### config.mk
export PLATFORM = sky130hd
export DESIGN_NAME = pc_gen
export DESIGN_NICKNAME = d
export VERILOG_FILES = /design/src/rtl/pc_gen.sv
export SDC_FILE = /design/constraint.sdc
export NUM_CORES = 1
export LEC_CHECK = 0
export ABC_AREA = 1
export BUFFER_PORTS_ARGS = -buffer_cell sky130_fd_sc_hd__buf_2
export CAP_MARGIN = 20
export CORE_ASPECT_RATIO = 1.5
export CORE_MARGIN = 2
export CORE_UTILIZATION = 28
export DETAILED_ROUTE_END_ITERATION = 6
export PLACE_DENSITY_LB_ADDON = 0.2
export SETUP_SLACK_MARGIN = 0.3
export SLEW_MARGIN = 5
export SYNTH_ARGS = -nofsm -noshare
export SYNTH_HDL_FRONTEND = slang
export SYNTH_SLANG_ARGS = --single-unit
### constraint.sdc
create_clock -name clk -period 1.8 [get_ports clk]
set_input_delay 0.27 -clock clk [delete_from_list [all_inputs] [get_ports clk]]
set_output_delay 0.27 -clock clk [all_outputs]
set_load 0.02 [all_outputs]
### src/rtl/pc_gen.sv
// Fetch-PC generator. It offers one fetch-group address per cycle over a valid/ready handshake.
// Redirects take effect on the next cycle, and sequential fetch steps to the next group boundary.
module pc_gen #(
  parameter int unsigned PC_WIDTH    = 64,
  parameter int unsigned FETCH_BYTES = 8,
  parameter logic [63:0] RESET_PC    = 64'h1c000000
) (
  input  logic                clk,
  input  logic                rst_n,
  output logic [PC_WIDTH-1:0] o_pc,
  output logic                o_valid,
  input  logic                i_ready,
  output logic                o_misalign,
  input  logic                i_exc_valid,
  input  logic [PC_WIDTH-1:0] i_exc_pc,
  input  logic                i_br_valid,
  input  logic [PC_WIDTH-1:0] i_br_pc,
  input  logic                i_pred_valid,
  input  logic [PC_WIDTH-1:0] i_pred_pc,
  input  logic                i_halt
);

  typedef enum logic [1:0] {
    BOOT = 2'd0,
    RUN  = 2'd1,
    HALT = 2'd2
  } state_t;

  localparam logic [PC_WIDTH-1:0] GROUP_BYTES = PC_WIDTH'(FETCH_BYTES);
  localparam logic [PC_WIDTH-1:0] GROUP_MASK  = ~(GROUP_BYTES - PC_WIDTH'(1));
  localparam logic [PC_WIDTH-1:0] BOOT_PC     = RESET_PC[PC_WIDTH-1:0];

  state_t              state_q, state_d;
  logic [PC_WIDTH-1:0] pc_q, pc_d;
  logic                misalign_q, misalign_d;
  logic                fire;
  logic [PC_WIDTH-1:0] seq_pc;

  assign o_valid    = (state_q == RUN);
  assign o_pc       = pc_q;
  assign o_misalign = misalign_q;
  assign fire       = o_valid & i_ready;

  // Realign before stepping so a mid-group target resumes at the next boundary.
  assign seq_pc = (pc_q & GROUP_MASK) + GROUP_BYTES;

  always_comb begin
    state_d = state_q;
    pc_d    = pc_q;
    if (i_exc_valid) begin
      pc_d    = i_exc_pc;
      state_d = RUN;
    end else if (i_br_valid) begin
      pc_d    = i_br_pc;
      state_d = RUN;
    end else begin
      case (state_q)
        BOOT: state_d = RUN;
        RUN: begin
          if (i_halt) begin
            state_d = HALT;
          end else if (fire) begin
            pc_d = i_pred_valid ? i_pred_pc : seq_pc;
          end
        end
        HALT:    state_d = HALT;
        default: state_d = BOOT;
      endcase
    end
    misalign_d = (pc_d[1:0] != 2'b00);
  end

  always_ff @(posedge clk) begin
    if (!rst_n) begin
      state_q    <= BOOT;
      pc_q       <= BOOT_PC;
      misalign_q <= (BOOT_PC[1:0] != 2'b00);
    end else begin
      state_q    <= state_d;
      pc_q       <= pc_d;
      misalign_q <= misalign_d;
    end
  end

endmodule

==> impl_metrics.env <==
export IMPL_status="finished clean"
export IMPL_cp_top_family="simple AND/OR/NAND/NOR gates"
export IMPL_crit_cells=10
export IMPL_power_leakage_uw=0.004633
export IMPL_fin_skew_ps=7.954
export IMPL_grt_pass1_vias=8255
export IMPL_muxShareOfSynthArea_pct=0
export IMPL_cts_sinks=67
export IMPL_clockRootBuffer="clkbuf_16"
export IMPL_ys_seq_elements=67
export IMPL_drt_pass1_iterations=7
export IMPL_rows=65
export IMPL_slowest_delay_ps=380
export IMPL_cp_start_kind="flip-flop"
export IMPL_synth_simple_area_share_pct=41.88
export IMPL_rsz0062_at_grt="true"
export IMPL_portBuffers=264
export IMPL_path_buf_inv=1
export IMPL_synth_xor_area_share_pct=3.909
export IMPL_tritoncts_num_buffers=9
export IMPL_tns_ps=0
export IMPL_antenna_found_initial=0
export IMPL_place_hpwl_um=23990
export IMPL_final_min_clock_period_ps=1788
export IMPL_combPwrFrac_pct=30.2
export IMPL_htree_num_levels=3
export IMPL_clk_pin_slew_ps=60
export IMPL_p_seq_share_pct=31.6
export IMPL_fin_crit_sh_pct=99.31
export IMPL_cts_tree="built"
export IMPL_core_um2=21150
export IMPL_wire_per_inst_um=18.55
export IMPL_hold_viol=0
export IMPL_power_switching_uw=1870
export IMPL_gp_congestion=1.005
export IMPL_syn_avg_cell_area_um2=5.772
export IMPL_yosys_warnings=0
export IMPL_slew_headroom_pct=63.79
export IMPL_crit_required_ps=2030
export IMPL_die_area_um2=22820
export IMPL_synth_compound_area_share_pct=23.02
export IMPL_synth_area_um2=6050
export IMPL_num_antenna_cells=0
export IMPL_ys_seq_area_share_pct=22.17
export IMPL_antenna_left=0
export IMPL_drive_gt1_share_pct=49.34
export IMPL_ff_latch_area_um2=1434
export IMPL_cts_hold_buf=0
export IMPL_r2r_cells=10
export IMPL_final_util_pct=48.77
export IMPL_synthesis_nets=1250
export IMPL_power_density_nw_per_um2=537.2
export IMPL_insertion_delay_ps=360
export IMPL_vias=8673
export IMPL_stdcell_area_um2=10310
export IMPL_max_cap_violations=0
export IMPL_multiInputGateArea_um2=5035
export IMPL_crit_fanout=5
export IMPL_intPower_uw=3670
export IMPL_fin_hold_ws_ps=142.4
export IMPL_placed_cell_area_um2=8751
export IMPL_synthToLayoutAreaGrowth_pct=70.47
export IMPL_synth_top_family_by_area="simple AND/OR/NAND/NOR gates"
export IMPL_end_kind="flip-flop"
export IMPL_drt_first_iter_violations=549
export IMPL_grt_max_degree=64
export IMPL_pre_cts_slack_ps=-91.36
export IMPL_holdCritPathClass="input pin to flip-flop"
export IMPL_fmax_ghz=0.5594
export IMPL_grt_usage_pct=26.27
export IMPL_synth_top_area_share_pct=22.17
export IMPL_layout_commonest_cell="buf_2"
export IMPL_grt_pass1_wl_um=45250
export IMPL_synth_edf_count=0
export IMPL_p_sw_share_pct=33.75
export IMPL_via_per_inst=5.075
export IMPL_worst_slack_ps=12.40
export IMPL_p_clk_share_pct=38.1
export IMPL_ir_drop_v=0.0004574
export IMPL_die_height_um=184.0
export IMPL_setup_viol=0
export IMPL_syn_inst=1048
export IMPL_ys_top_cells_by_area="dfxtp_1 22%, nand2_1 17%, nor2_1 9.6%"
export IMPL_arrival_ps=2020
export IMPL_final_cell_mix="264 x buf_2, 238 x nand2_1, 136 x buf_4"
export IMPL_yosys_area_top_type="dfxtp_1"
export IMPL_ys_types=39
export IMPL_synthAdderAreaFrac_pct=0.6205
export IMPL_nNetsFinal=1638
export IMPL_synth_main_ff_cell="dfxtp_1"
export IMPL_die_w_um=124.0
export IMPL_drcViolationCount=0
export IMPL_cts_path_max_buffers=2
export IMPL_crit_chain="ha_4, nand2_4, nor2_4, nand3b_1, buf_6, nor2_4, nand3b_1, xnor2_1, o21ai_1, a21oi_1"
export IMPL_hold_path_depth=3
export IMPL_fillers=2236
export IMPL_cpMaxStageDelayCell="dfxtp_4"
export IMPL_criticalPathCategory="flip-flop to flip-flop"
export IMPL_totalWireLength_um=31700
export IMPL_slew_violations=0
export IMPL_synthArstFlopShare_pct=0
export IMPL_grt_ovfl_total=0
export IMPL_ios=265
export IMPL_worstMarginPinSlew_ps=542.6
export IMPL_floorplan_initialDensity_pct=28.61
cell type report:
type	count	share of cell area [%]
multi-input combinational	850	48.82
timing repair buffer	432	27.80
sequential	67	13.90
tap	268	3.252
inverter	76	2.863
clock buffer	11	2.560
clock inverter	5	0.8008
power by group through the flow:
stage | sequential [uW] | combinational, uW | clock (uW)
floorplan | 1910 | 583 | 0
global placement | 1770 | 1500 | 0
detailed placement | 1770 | 1500 | 0
CTS | 1740 | 1560 | 2140
global route | 1770 | 1810 | 2200
finish | 1750 | 1680 | 2110
through the flow:
step	std cells	power (uW)
floorplan	1048	2495
global placement	1658	3272
detailed placement	1658	3278
CTS	1689	5433
global route	1709	5780
finish	1709	5540
path summary, 6_finish.rpt:
kind	startpoint	to	slack [ps]
worst min-delay path	i_exc_pc[28]	o_pc[28]	140
worst max-delay path	o_pc[4]	o_pc[37]	10
worst max register to register	o_pc[4]	o_pc[37]	10
worst min register to register	o_pc[2]	o_pc[2]	470
sequential cells by signal (all words and copies together), names as in the netlist:
name / cells
o_misalign: 1
o_pc: 64
state_q: 2
timing repair:
item	CTS	global route
setup buffers	15	16
resized for setup	91	166
setup endpoints to repair	63	65
cloned	0	4
pin swaps	23	61
Yosys cell counts, types with 3 or more instances:
cell type,count
o2111ai_1,11
nor2_2,11
xor2_1,8
buf_2,9
xnor2_1,19
ha_1,3
inv_1,74
nor2_4,6
o21ai_1,8
nand3b_1,5
nand2_1,282
buf_1,4
a21oi_1,87
nor2_1,154
a221oi_1,30
a31oi_1,5
nand2_2,5
nand3_1,65
o211ai_1,4
nand4_1,16
dfxtp_1,67
clkbuf_1,41
nor3_1,18
or2_2,14
a21oi_2,5
o21ai_0,80
worst reg2reg max path, delay by kind of cell, from the launching register on:
family                   cells  cell delay, ps
AND/OR/NAND/NOR              5             640
flip-flops                   1             380
XOR/XNOR                     1             160
adder cells (fa/ha/maj)      1             160
buffers and inverters        1             150
AO/OA/AOI/OAI                2             180
layer usage:
| layer | global-route usage, % | wire length, um |
|---|---|---|
| met5 | 0 | 0 |
| met1 | 30.52 | 12550 |
| met4 | 10.20 | 1261 |
| met3 | 3.133 | 1735 |
| met2 | 48.04 | 16160 |
cells by family (layout without fill, tap and decap cells):
| family | count (synthesis) | in the layout |
|---|---|---|
| AOI/OAI and AO/OA | 236 | 236 |
| xor gates and xnor gates | 27 | 27 |
| adders and majority gates | 3 | 3 |
| buffers and inverters | 131 | 524 |
| DFF | 67 | 67 |
| and+or+nand+nor | 584 | 584 |
Power figures use the tool's default switching activity.
